==> config.mk <==
export PLATFORM = sky130hd
export DESIGN_NAME = pipe_hazard_ctrl
export DESIGN_NICKNAME = d
export VERILOG_FILES = /design/src/rtl/pipe_hazard_ctrl.sv
export SDC_FILE = /design/constraint.sdc
export NUM_CORES = 1
export LEC_CHECK = 0
export ABC_AREA = 1
export BUFFER_PORTS_ARGS = -buffer_cell sky130_fd_sc_hd__clkbuf_2
export CAP_MARGIN = 25
export CORE_ASPECT_RATIO = 0.9
export CORE_MARGIN = 4
export CORE_UTILIZATION = 35
export DETAILED_ROUTE_END_ITERATION = 8
export PLACE_DENSITY = 0.66
export SYNTH_ARGS = -nofsm -noshare
export SYNTH_HDL_FRONTEND = slang
export SYNTH_SLANG_ARGS = --single-unit
==> constraint.sdc <==
create_clock -name clk_i -period 3.98 [get_ports clk_i]
set_clock_uncertainty 0.1 [all_clocks]
set_input_delay 0.597 -clock clk_i [delete_from_list [all_inputs] [get_ports clk_i]]
set_output_delay 0.597 -clock clk_i [all_outputs]
set_load 0.005 [all_outputs]
==> src/rtl/pipe_hazard_ctrl.sv <==
// Stall/flush controller for the five-stage core: load-use bubbles, mispredict/trap
// flushes, multi-cycle execute freezes, and saturating stall/flush statistics.
module pipe_hazard_ctrl #(
    parameter int MULTI_CYCLES = 4,
    parameter int FLUSH_CYCLES = 2,
    parameter int CNT_WIDTH    = 32
) (
    input  logic                 clk_i,
    input  logic                 rst,
    input  logic [4:0]           D_rs1_i,
    input  logic [4:0]           D_rs2_i,
    input  logic                 D_use_rs1_i,
    input  logic                 D_use_rs2_i,
    input  logic                 E_valid_i,
    input  logic                 E_load_i,
    input  logic                 E_need_dstE_i,
    input  logic [4:0]           E_dstE_i,
    input  logic                 E_mispredict_i,
    input  logic                 E_trap_i,
    input  logic                 E_multi_i,
    output logic                 fetch_control_o,
    output logic                 fetch_stall_o,
    output logic                 decode_control_o,
    output logic                 decode_ready_o,
    output logic                 execute_allow_in_o,
    output logic                 multi_done_o,
    output logic [CNT_WIDTH-1:0] stall_cnt_o,
    output logic [CNT_WIDTH-1:0] flush_cnt_o
);

    typedef enum logic [1:0] {RUN, MULTI, FLUSH} state_t;

    localparam logic [3:0] MULTI_LOAD = 4'(MULTI_CYCLES - 1);
    localparam logic [3:0] FLUSH_LOAD = 4'(FLUSH_CYCLES - 1);

    state_t               state_q, state_d;
    logic [3:0]           cnt_q, cnt_d;
    logic [CNT_WIDTH-1:0] stall_cnt_q, flush_cnt_q;

    logic multi_start, exec_allow, qual, mis, trp, lu_raw, lu, redirect;
    logic stall_ev, flush_ev;

    always_comb begin
        state_d = state_q;
        cnt_d   = cnt_q;

        multi_start = (state_q == RUN) && E_valid_i && E_multi_i;
        exec_allow  = !(multi_start || (state_q == MULTI && cnt_q != 4'd0));
        // Execute-stage events only count when the execute register is not frozen
        // and we are not already draining a trap redirect.
        qual = exec_allow && (state_q != FLUSH);
        mis  = qual && E_valid_i && E_mispredict_i;
        trp  = qual && E_valid_i && E_trap_i;

        lu_raw = E_valid_i && E_load_i && E_need_dstE_i && (E_dstE_i != 5'd0) &&
                 ((D_use_rs1_i && D_rs1_i == E_dstE_i) ||
                  (D_use_rs2_i && D_rs2_i == E_dstE_i));
        lu       = qual && lu_raw;
        redirect = trp || mis;

        case (state_q)
            RUN: begin
                if (multi_start) begin
                    state_d = MULTI;
                    cnt_d   = MULTI_LOAD;
                end else if (trp) begin
                    state_d = FLUSH;
                    cnt_d   = FLUSH_LOAD;
                end
            end
            MULTI: begin
                if (cnt_q != 4'd0) begin
                    cnt_d = cnt_q - 4'd1;
                end else if (trp) begin
                    state_d = FLUSH;
                    cnt_d   = FLUSH_LOAD;
                end else begin
                    state_d = RUN;
                end
            end
            FLUSH: begin
                if (cnt_q != 4'd0) cnt_d = cnt_q - 4'd1;
                else               state_d = RUN;
            end
            default: begin
                state_d = RUN;
                cnt_d   = 4'd0;
            end
        endcase

        fetch_control_o    = !(redirect || state_q == FLUSH);
        decode_control_o   = !(redirect || state_q == FLUSH);
        decode_ready_o     = !(lu && !redirect);
        fetch_stall_o      = (lu && !redirect) || !exec_allow;
        execute_allow_in_o = exec_allow;
        multi_done_o       = (state_q == MULTI) && (cnt_q == 4'd0);
        flush_ev           = redirect;

        if (rst) begin
            state_d            = RUN;
            cnt_d              = 4'd0;
            fetch_control_o    = 1'b0;
            decode_control_o   = 1'b0;
            decode_ready_o     = 1'b1;
            execute_allow_in_o = 1'b1;
            fetch_stall_o      = 1'b0;
            multi_done_o       = 1'b0;
            flush_ev           = 1'b0;
        end

        stall_ev = !decode_ready_o || !execute_allow_in_o;
    end

    always_ff @(posedge clk_i) begin
        state_q <= state_d;
        cnt_q   <= cnt_d;
        if (rst) begin
            stall_cnt_q <= '0;
            flush_cnt_q <= '0;
        end else begin
            // Statistics saturate rather than wrap.
            if (stall_ev && stall_cnt_q != '1) stall_cnt_q <= stall_cnt_q + 1'b1;
            if (flush_ev && flush_cnt_q != '1) flush_cnt_q <= flush_cnt_q + 1'b1;
        end
    end

    assign stall_cnt_o = stall_cnt_q;
    assign flush_cnt_o = flush_cnt_q;

endmodule

# Word level (Yosys, flattened, before mapping)

Cells that the tools add are included.
Widths: inputs -> output; s select.

Register bits after elaboration: 70
Bits of input ports: 25
Logic and storage cells: 70

Add/subtract/negate cells: 3
Equal/unequal tests: 11
Multiplexer cells: 17
Reduce and logical (&&, ||, !) cells: 35

Operators with widths:

| cell                  | number |
|---|---|
| $add 32x1->32 const B | 2 |
| $ne 32x32->1 const B  | 2 |
| $logic_and 1x1->1     | 18 |
| $mux 4                | 4 |
| $pmux 4 s3            | 1 |
| $eq 5x5->1            | 2 |
| $mux 2                | 5 |
| $ne 2x2->1 const B    | 4 |
| $logic_not 1->1       | 6 |
| $logic_or 1x1->1      | 6 |
| $mux 1                | 6 |
| $pmux 2 s3            | 1 |
| $reduce_bool 5->1     | 1 |
| $logic_not 4->1       | 1 |
| $reduce_bool 4->1     | 1 |
| $sub 4x1->4 const B   | 1 |
| $ne 3x3->1 const B    | 1 |
| $reduce_and 3->1      | 1 |
| $eq 2x1->1 const B    | 1 |
| $eq 2x2->1 const B    | 1 |
| $logic_not 2->1       | 1 |

# Longest topological paths before layout

Gate-level depths: netlist of the first run.

Depth after elaboration: 16
Depth in mapped cells: 13
Depth with buffers taken out: 12

# Least setup slack after synthesis of the first run

Ideal clock, no wire load.

Kind: input-to-output
From: in rst
To: out fetch_stall_o
Arrival time: 1.596 ns
Required time: 3.283 ns
Setup slack: 1.687 ns
Cell stages on the path: 9
Buffers on the path: 2
Cell sequence: buf_2 > inv_2 > nand3_1 > nor2_1 > o21ai_1 > nor2_1 > nand2_1 > nand2_2 > buf_2

Cells in the longest elaborated chain, start to end: 1

Ends and longest elaborated chain:

| what               | RTL line | RTL |
|---|---|---|
| start: declaration | 9        | `input logic rst,` |
| $mux 1             | 99       | `if (rst) begin` |
| end: declaration   | 22       | `output logic fetch_stall_o,` |

No other way between the ends.

# Final worst setup path of the first run

From: reg cnt_q[0]
To: out fetch_stall_o

Cells in the longest elaborated chain, start to end: 12
Elaborated cells on any way between the ends: 14
Those cells by class: 1 x mux; 13 x reduce/logical

Ends and longest elaborated chain:

| what                                        | RTL line | RTL |
|---|---|---|
| start: declaration                          | 37       | `logic [3:0] cnt_q, cnt_d;` |
| start signal: assignment                    | 116      | `cnt_q <= cnt_d;` |
| $reduce_bool 4->1 (*)                       | 48       | `exec_allow = !(multi_start \|\| (state_q == MULTI && cnt_q != 4'd0));` |
| $logic_and 1x1->1 (*)                       | 48       |  |
| $logic_or 1x1->1 (*)                        | 48       |  |
| $logic_not 1->1                             | 48       |  |
| $logic_and 1x1->1                           | 51       | `qual = exec_allow && (state_q != FLUSH);` |
| $logic_and 1x1->1                           | 52, 53   |  |
| $logic_and 1x1->1, on equally long branches | 53, 52   |  |
| $logic_or 1x1->1                            | 59       | `redirect = trp \|\| mis;` |
| $logic_not 1->1                             | 94       | `fetch_stall_o = (lu && !redirect) \|\| !exec_allow;` |
| $logic_and 1x1->1                           | 94       |  |
| $logic_or 1x1->1 (*)                        | 94       |  |
| $mux 1 (*)                                  | 99       |  |

Every way passes the cells marked *; elsewhere a longest branch is shown, timed or not.

==> results of run 1 <==
## power groups by stage
stage / logic [W] / clock network, W / registers (W)
floorplan: 0.000124 / 0 / 0.000737
global placement: 0.000164 / 0 / 0.000738
detailed placement: 0.000163 / 0 / 0.000739
CTS: 0.000164 / 0.000824 / 0.000723
global route: 0.000185 / 0.000847 / 0.000725
finish: 0.000162 / 0.000802 / 0.000724
## metal layers
layer  vias to the layer above  share of wire (%)  wire length [µm]
met4                         0               0.87               115
met3                         8                6.3               843
li1                       2680                  -                 -
met5                         -                  0                 0
met1                      2324                 50              6610
met2                       127                 43              5720
## state kept, by name, indices dropped and copies added (netlist names)
name / flops
flush_cnt_o: 32
state_q: 2
stall_cnt_o: 32
cnt_q: 4
## worst min-delay path: stages, from the launching register on
cell	delay, ns
dfxtp_1	0.32
nand2_1	0.06
nand2_1	0.04
## cells by family after synthesis
group	share of synthesized area (%)
buf+inv	7.50
xor+xnor	6.70
simple gates	47.4
fa+ha+maj	0.798
flops	29.8
compound gates	7.87
## synth_stat cells
cell type / number / area share (%)
a21oi_1: 65 / 6.9
a31oi_1: 1 / 0.13
and3_1: 2 / 0.27
buf_2: 6 / 0.64
buf_4: 4 / 0.64
buf_6: 5 / 1.2
clkbuf_1: 8 / 0.64
dfxtp_1: 70 / 30
ha_1: 3 / 0.80
inv_1: 54 / 4.3
inv_2: 1 / 0.080
nand2_1: 314 / 25
nand2_2: 3 / 0.40
nand2_4: 1 / 0.24
nand3_1: 56 / 6.0
nand3_2: 2 / 0.43
nand3b_1: 20 / 3.2
nand4_1: 5 / 0.66
nor2_1: 101 / 8.1
nor2_2: 6 / 0.80
nor2_4: 1 / 0.24
nor3_1: 16 / 1.7
nor4_1: 2 / 0.27
o2111ai_1: 1 / 0.19
o21ai_0: 4 / 0.43
o21ai_1: 2 / 0.21
or2_1: 1 / 0.13
xnor2_1: 8 / 1.5
xor2_1: 28 / 5.2
## metrics by stage
| step | cell area (µm²) | std cells | utilization (%) | hold slack [ns] | power (W) |
|---|---|---|---|---|---|
| after floorplan | 4710 | 790 | - | 0.343 | 0.000861 |
| after global placement | 5270 | 1030 | 40.8 | 0.358 | 0.000902 |
| after detailed placement | 5270 | 1030 | 40.8 | 0.365 | 0.000902 |
| after CTS | 5570 | 1046 | 43.1 | 0.373 | 0.00171 |
| after global routing | 5570 | 1046 | 43.1 | 0.421 | 0.00176 |
| final | 5570 | 1046 | 43.1 | 0.367 | 0.00169 |
## final cells by class
cell class                      count  area, µm²  share of cell area (%)
Clock inverter                      3       43.8                   0.787
Clock buffer                       13        250                    4.49
Sequential cell                    70       1400                    25.2
Inverter                           55        206                    3.71
Multi-Input combinational cell    642       2950                    53.0
Tap cell                          164        205                    3.69
Timing Repair Buffer               99        508                    9.12
## worst max path at each step
stage / end / cells past startpoint
5_1_grt: fetch_stall_o / 9
3_5_place_dp: flush_cnt_o[3] / 11
3_3_place_gp: fetch_stall_o / 9
2_1_floorplan: fetch_stall_o / 9
6_report: fetch_stall_o / 9
4_1_cts: fetch_stall_o / 9
==> summary.md, run 1 <==
| Metric | Value |
|---|---|
| Status | completed |
| Min Tclk post-route | 2.59 ns |
| Max-Slew Margin vs Limit | 54.1% |
| GR Layer Usage met3 | 4.45% |
| Reg2reg end | flush_cnt_o[3] |
| Max frequency | 0.386 GHz |
| Post-Place Setup Slack | 1.52 ns |
| DP HPWL | 9890 µm |
| DR pass1 iterations | 6 |
| Switch share | 24.8% |
| Clock share of power | 47.5% |
| Syn Area/Cell | 5.96 µm² |
| CP startpoint | cnt_q[0] |
| GRT met1 Usage | 24.4% |
| CTS sink count | 70 |
| Diodes inserted | 0 |
| Clock Latency Late Sink | 0.34 ns |
| Sequential element share of the synthesized area | 29.8% |
| Clock-pin slew of the registers on the worst-case setup and hold paths | 0.05 ns |
| Worst min path class | reg2reg |
| Starting Density | 36.4% |
| Power density over the cells | 303 mW/mm² |
| Slowest stage delay, CP | 0.32 ns |
| Number of port buffers | 94 |
| Most frequent cells in the layout | 314 x nand2_1, 101 x nor2_1, 94 x clkbuf_2, 70 x dfxtp_1, 65 x a21oi_1 |
| Yosys cell types | 29 |
| Largest net degree at the start of global routing | 64 |
| Layout cells sized above 1 | 14.3% |
| Reg2Reg Setup Slack | 1.52 ns |
| Number of global-route vias before repair | 4576 |
| Slew Limit Fails | 0 |
| Min-Delay Startpoint | cnt_q[0] |
| Synth Net Count | 818 |
| Flop pwr share | 42.9% |
| Total negative slack | 0 ns |
| Worst Tran Pin Value | 0.688 ns |
| Crit-path max FO | 10 |
| Max-Cap Viols | 0 |
| Worst EP required | 3.28 ns |
| Fill count | 1408 |
| R2R depth | 11 |
| Fin crit share | 65.1% |
| Leakage | 2.29 nW |
| Maximum vdd drop | 217 µV |
| RSZ-0062 raised after global routing | false |
| Gpl congestion | 0.893 |
| DR vias/cell | 4.91 |
| CP max-delay cell | dfxtp_1 |
| Nets | 905 |
| Hold EP | cnt_q[0] |
| Final Hold Vio Count | 0 |
| Core Box Area | 0.0129 mm² |
| Die height | 118 µm |
| CP delay by family, top | simple AND/OR/NAND/NOR gates |
| First-pass GRT wire length | 22000 µm |
| Synth Cell Area | 0.00471 mm² |
| Die Span X | 130 µm |
| Final wirelength | 13300 µm |
| Setup crit end kind | primary output |
| Via count | 5139 |
| Antenna viol nets, final | 0 |
| YS warnings | 0 |
| Internal | 0.00127 W |
| Max Buffers Root-to-Sink | 2 |
| Root Buffer | clkbuf_16 |
| GRT busiest layer | met2 |
| Most common cell after layout, fill and taps aside | nand2_1 |
| Met2 Resource Use GR | 26.3% |
| Final setup vio count | 0 |
| Postcts setup bufs | 0 |
| Gr ovfl total | 0 |
| Cell Rows | 39 |
| WS Path Type | reg2out |
| Max H-tree Level | 3 |
| Crit path DAT | 1.89 ns |
| Die area | 0.0154 mm² |
| WHS Path Cells | 2 |
| Num CTS Buffers | 9 |
| Remaining DRCs | 0 |
| Starting DRT DRC Count | 371 |
| Buf/Inv on CP | 2 |
| Worst setup margin | 1.39 ns |
| Syn Inst Count | 790 |
| Post-CTS Hold Buffers | 0 |
| CP Cell Sequence | inv_1 -> ha_1 -> nand2_1 -> nand2_2 -> nand3b_1 -> nor2_1 -> nand2_1 -> nand2_2 -> clkbuf_2 |
| Worst setup SP type | register |
| Initial antenna violation count | 0 |
| Comb power frac | 9.6% |
| Seq cells post-synth | 70 |
| Reg2reg start | flush_cnt_o[0] |
| Area Overhead vs Synth | 18.3% |
| CTS resizes | 0 |
| Gr usage total | 17.3% |
| Switch Pwr | 0.000418 W |
| Top-Level Pins | 95 |
| CTS tree | yes |
| Post-DR wirelength/cell | 12.7 µm |
(Power assumes the default switching activity.)
==> inputs of run 2 (changes only) <==
- clock period: 3.98 -> 2.48 ns (I/O delays scaled with it)
==> run 2 against run 1 <==
Largest power group unchanged; hold slack got worse by 0.048 ns; die area did not move; routed wire length rose by 5.9%; cell count rose by 2.6%; count of clock-buffer cells in the layout fell by 3; register-to-register slack got worse by 1.3 ns; clock power rose by 78%; global-route usage rose by 1.2 points; highest routed layer unchanged.
==> summary.md, run 2 (synthesis results as in run 1) <==
| Metric | Value |
|---|---|
| Cell Rows | 39 (unchanged) |
| Top-Level Pins | 95 (unchanged) |
| Slowest stage delay, CP | 0.34 ns (+0.02 ns) |
| Leakage | 2.45 nW (+6.7%) |
| Post-DR wirelength/cell | 13.1 µm (+3.3%) |
| DR vias/cell | 4.92 (+0.20%) |
| WS Path Type | reg2out |
| DP Cell Count | 1054 (+2.3%) |
| Finished layout cell area | 0.00583 mm² (+4.6%) |
| CTS sink count | 70 (unchanged) |
| DR pass1 iterations | 6 (unchanged) |
| Worst min path class | in2reg |
| Final setup vio count | 0 (unchanged) |
| Max frequency | 0.434 GHz |
| Number of global-route vias before repair | 4788 (+4.6%) |
| Die area | 0.0154 mm² (unchanged) |
| Max Buffers Root-to-Sink | 2 (unchanged) |
| Die Span X | 130 µm (unchanged) |
| Starting DRT DRC Count | 369 (-0.54%) |
| Initial antenna violation count | 0 (unchanged) |
| DP HPWL | 10600 µm (+7.7%) |
| Worst Tran Pin Value | 0.737 ns (+0.0487 ns) |
| Final Hold Vio Count | 0 (unchanged) |
| Total negative slack | 0 ns (unchanged) |
| Layout cells sized above 1 | 17.2% (+2.9 points) |
| Power density over the cells | 495 mW/mm² (+63%) |
| Worst setup SP type | register |
| CP delay by family, top | simple AND/OR/NAND/NOR gates |
| Num CTS Buffers | 9 (unchanged) |
| Maximum vdd drop | 423 µV (+95%) |
| Crit-path max FO | 5 (-5) |
| Cell Area, Placed | 0.00546 mm² (+3.6%) |
| Most frequent CP cell | nand2_1 |
| Fin crit share | 92.8% |
| Buf/Inv on CP | 3 (+1) |
| RSZ-0062 raised after global routing | false |
| Max-Slew Margin vs Limit | 50.8% (-3.3 points) |
| Die height | 118 µm (unchanged) |
| Worst setup margin | 0.178 ns (-1.21 ns) |
| Diodes inserted | 0 (unchanged) |
| Remaining DRCs | 0 (unchanged) |
| Most frequent cells in the layout | 314 x nand2_1, 101 x nor2_1, 94 x clkbuf_2, 70 x dfxtp_1, 65 x a21oi_1 |
| Nets | 932 (+3.0%) |
| First-pass GRT wire length | 23300 µm (+6.0%) |
| Root Buffer | clkbuf_16 |
| Area Overhead vs Synth | 23.8% |
| Antenna viol nets, final | 0 (unchanged) |
| Clock Latency Late Sink | 0.35 ns (about the same) |
| Max-Cap Viols | 0 (unchanged) |
| Min Tclk post-route | 2.30 ns |
| Final wirelength | 14100 µm (+5.9%) |
| Gr usage total | 18.5% (+1.2 points) |
| Finished Layout Cells | 1073 (+2.6%) |
| Fill count | 1416 (+0.57%) |
| Clock-pin slew of the registers on the worst-case setup and hold paths | 0.06 ns (about the same) |
| Post-Place Setup Slack | 0.207 ns (-1.32 ns) |
| Largest net degree at the start of global routing | 63 (-1.6%) |
| Starting Density | 36.4% (unchanged) |
| Gr ovfl total | 0 (unchanged) |
| Status | completed |
| Slew Limit Fails | 0 (unchanged) |
| Gpl congestion | 0.912 (+2.1%) |
| Worst EP required | 2.01 ns (-1.27 ns) |
| Crit path DAT | 1.83 ns (-0.06 ns) |
| Number of port buffers | 94 (unchanged) |
| Core Box Area | 0.0129 mm² (unchanged) |
| Via count | 5282 (+2.8%) |
| Setup crit end kind | primary output |
| CTS tree | yes |
| Max H-tree Level | 3 (unchanged) |
| Most common cell after layout, fill and taps aside | nand2_1 |
| CP max-delay cell | dfxtp_1 |
| CP Cell Sequence | inv_1 -> ha_1 -> nand2_1 -> nand2_2 -> buf_4 -> nand3b_1 -> nor2_1 -> nand2_1 -> nand2_4 -> clkbuf_2 |
run 2: cell types whose count changed in the layout (fill, tap and decap cells not counted), sizes merged:
cell | before | now
buf | 5 | 32
clkinvlp | 0 | 2
bufinv | 1 | 2
clkbuf | 107 | 104
run 2: area by class of cell:
class                           instances  area [µm²]  area share (%)
Timing Repair Buffer                  126         731            12.5
Clock buffer                           10         239            4.10
Inverter                               55         206            3.54
Tap cell                              164         205            3.52
Sequential cell                        70        1400            24.1
Multi-Input combinational cell        642        2960            50.8
Clock inverter                          6        85.1            1.46
run 2: tightest hold or removal path, delay by kind of cell:
family          cells  cell delay (ns)
compound gates      2             0.13
buf+inv             2             0.15
simple gates        1             0.06
run 2: path summary, 6_finish.rpt:
| check | startpoint | slack, ns | cells past startpoint | end |
|---|---|---|---|---|
| min | E_trap_i | 0.32 | 5 | state_q[1] |
| max reg2reg | flush_cnt_o[0] | 0.22 | 11 | flush_cnt_o[30] |
| min reg2reg | cnt_q[0] | 0.37 | 2 | cnt_q[0] |
| max | cnt_q[0] | 0.18 | 10 | fetch_stall_o |
run 2: power by group:
group	internal [W]	total [W]	switching [W]	leakage [nW]
registers	0.00114	0.00116	0.0000161	0.565
clock network	0.000904	0.00143	0.000522	0.154
logic	0.000114	0.000299	0.000185	1.73
total	0.00216	0.00288	0.000723	2.45
run 2: through the flow:
stage | utilization, % | hold WS, ns | total power (W)
4_1_cts | 44.8 | 0.316 | 0.00290
6_report | 45.1 | 0.319 | 0.00288
3_5_place_dp | 42.2 | 0.360 | 0.00147
2_1_floorplan | - | 0.343 | 0.00138
3_3_place_gp | 42.1 | 0.357 | 0.00147
5_1_grt | 45.1 | 0.337 | 0.00300
run 2: what timing repair did:
item | CTS | global route
cloned | 0 | 0
endpoints found under the setup margin | 1 | 1
pin swaps | 0 | 1
gates resized for setup | 1 | 0
buffers inserted | 0 | 3
hold buffers | 0 | 0
run 2: layer usage:
metal  global-route usage [%]  up-vias  wire, µm
li1                         -     2735         -
met1                     26.7     2399      6880
met2                     27.2      129      6070
met3                     4.40       19       885
met4                     5.39        0       238
met5                        0        -         0
==> inputs of run 3 (changes only) <==
- BUFFER_PORTS_ARGS: -buffer_cell sky130_fd_sc_hd__clkbuf_2 -> unset
- DONT_BUFFER_PORTS: unset -> 1
- PLACE_DENSITY: 0.66 -> 0.6
==> run 3 against run 2 <==
Utilization fell by 1.6 points; fmax up 1.1%; hold slack lost 0.30 ns; die area did not move; setup slack better by 0.024 ns; final area down 3.6%; non-clock buffer count fell by 56; first-iteration DRC count is 6.5% lower; largest cell class unchanged.
==> summary.md, run 3 (synthesis results as in run 1) <==
| Metric | Value |
|---|---|
| Flop pwr share | 42.1% (+1.9 points) |
| WS Path Type | reg2out |
| Worst Tran Pin Value | 0.964 ns (+0.226 ns) |
| Crit path DAT | 1.81 ns (-0.02 ns) |
| Clock Latency Late Sink | 0.33 ns (-0.02 ns) |
| Post-DR wirelength/cell | 14.7 µm (+12%) |
| Total Power | 0.00274 W (-5.0%) |
| Maximum vdd drop | 317 µV (-25%) |
| DR vias/cell | 4.99 (+1.5%) |
| Via count | 5074 (-3.9%) |
| CTS tree | yes |
| CTS sink count | 70 (unchanged) |
| Max H-tree Level | 3 (unchanged) |
| Starting DRT DRC Count | 345 (-6.5%) |
| Final Hold Vio Count | 0 (unchanged) |
| Buf/Inv on CP | 3 (unchanged) |
| Max Buffers Root-to-Sink | 2 (unchanged) |
| Switch share | 25.9% (+0.79 points) |
| Crit-path max FO | 20 (+15) |
| Area Overhead vs Synth | 19.3% |
| Die height | 118 µm (unchanged) |
| Leakage | 2.21 nW (-9.8%) |
| Fin crit share | 91.9% (-0.98 points) |
| Core Box Area | 0.0129 mm² (unchanged) |
| Antenna viol nets, final | 0 (unchanged) |
| Remaining DRCs | 0 (unchanged) |
| Max frequency | 0.439 GHz (+1.1%) |
| RSZ-0062 raised after global routing | false |
| Status | completed |
| Slew Limit Fails | 0 (unchanged) |
| Nets | 876 (-6.0%) |
| Worst setup SP type | register |
| DP HPWL | 10900 µm (+2.1%) |
| Diodes inserted | 0 (unchanged) |
| Min Tclk post-route | 2.28 ns (-0.0244 ns) |
| Num CTS Buffers | 9 (unchanged) |
| CP delay by family, top | simple AND/OR/NAND/NOR gates |
| Gpl congestion | 0.943 (+3.4%) |
| Clock-pin slew of the registers on the worst-case setup and hold paths | 0.06 ns (about the same) |
| Gr ovfl total | 0 (unchanged) |
| Comb power frac | 11.1% (+0.7 points) |
| Max-Slew Margin vs Limit | 35.6% (-15 points) |
| Most frequent cells in the layout | 313 x nand2_1, 101 x nor2_1, 70 x dfxtp_1, 65 x a21oi_1, 64 x buf_4 |
| Number of global-route vias before repair | 4656 (-2.8%) |
| Gr usage total | 19.5% (+1.0 points) |
| Most common cell after layout, fill and taps aside | nand2_1 |
| Max-Cap Viols | 0 (unchanged) |
| Number of port buffers | 0 (-100%) |
| Clock share of power | 46.8% (-2.6 points) |
| Root Buffer | clkbuf_16 |
| Starting Density | 36.4% (unchanged) |
| Final wirelength | 14900 µm (+5.9%) |
| CP Cell Sequence | inv_1 -> ha_1 -> nand2_1 -> nand2_2 -> buf_4 -> nand3b_1 -> nor2_1 -> nand2_2 -> nand2_2 -> buf_8 |
| Switch Pwr | 0.000708 W (-2.0%) |
| Hold Slack | 0.0176 ns (-0.301 ns) |
| Total negative slack | 0 ns (unchanged) |
| Postcts setup bufs | 0 (unchanged) |
| Internal | 0.00203 W (-6.0%) |
| First-pass GRT wire length | 24100 µm (+3.4%) |
| Final setup vio count | 0 (unchanged) |
| Power density over the cells | 488 mW/mm² (-1.4%) |
| Die Span X | 130 µm (unchanged) |
| Layout cells sized above 1 | 11.4% (-5.8 points) |
| Initial antenna violation count | 1 (+1) |
| DR pass1 iterations | 6 (unchanged) |
| Cell Rows | 39 (unchanged) |
| Top-Level Pins | 95 (unchanged) |
| Most frequent CP cell | nand2_2 |
| Worst min path class | in2reg |
| CP max-delay cell | dfxtp_1 |
| Core Util, Final | 43.4% (-1.6 points) |
| Setup crit end kind | primary output |
| Worst EP required | 2.01 ns (about the same) |
| Slowest stage delay, CP | 0.31 ns (-0.03 ns) |
| Die area | 0.0154 mm² (unchanged) |
| Largest net degree at the start of global routing | 33 (-48%) |
==> run 3: power groups by stage <==
stage	Clock [W]	Combinational [W]	Sequential, W
after global routing	0.00137	0.000342	0.00116
final	0.00128	0.000304	0.00115
after floorplan	0	0.000199	0.00118
after global placement	0	0.000274	0.00118
after detailed placement	0	0.000272	0.00118
after CTS	0.00131	0.000299	0.00115
==> run 3: cell type report <==
class,count,area [µm²]
Sequential cell,70,1400
Multi-Input combinational cell,642,2960
Inverter,55,206
Clock buffer,9,225
Clock inverter,6,63.8
Fill cell,1353,7320
Timing Repair Buffer,70,557
Tap cell,164,205
==> run 3: timing repair <==
action,4_1_cts,5_1_grt
hold endpoints to repair,28,0
endpoints found under the setup margin,0,1
hold buffers,4,0
resized for setup,0,3
==> run 3: worst paths after layout <==
path             startpoint         endpoint  slack, ns  cells past startpoint
max                cnt_q[0]    fetch_stall_o       0.20                     10
min                     rst  stall_cnt_o[23]       0.02                      1
max reg2reg  stall_cnt_o[1]  stall_cnt_o[29]       0.31                      9
min reg2reg        cnt_q[3]         cnt_q[3]       0.41                      2
==> run 3: metal layers <==
metal / track usage, % / vias to the layer above / wire length [µm] / part of all wire (%)
met3: 7.03 / 14 / 1320 / 8.9
met5: 0 / - / 0 / 0
met2: 27.6 / 144 / 6270 / 42
met4: 4.16 / 0 / 154 / 1.0
met1: 28.3 / 2288 / 7150 / 48
li1: - / 2628 / - / -
==> run 3: stage by stage <==
| stage | setup WS (ns) | cells | area [µm²] |
|---|---|---|---|
| finish | 0.202 | 1016 | 5610 |
| global route | 0.0148 | 1016 | 5610 |
| CTS | 0.0329 | 1015 | 5590 |
| detailed placement | 0.0347 | 996 | 5250 |
| global placement | 0.0733 | 996 | 5250 |
| floorplan | 0.526 | 790 | 4710 |
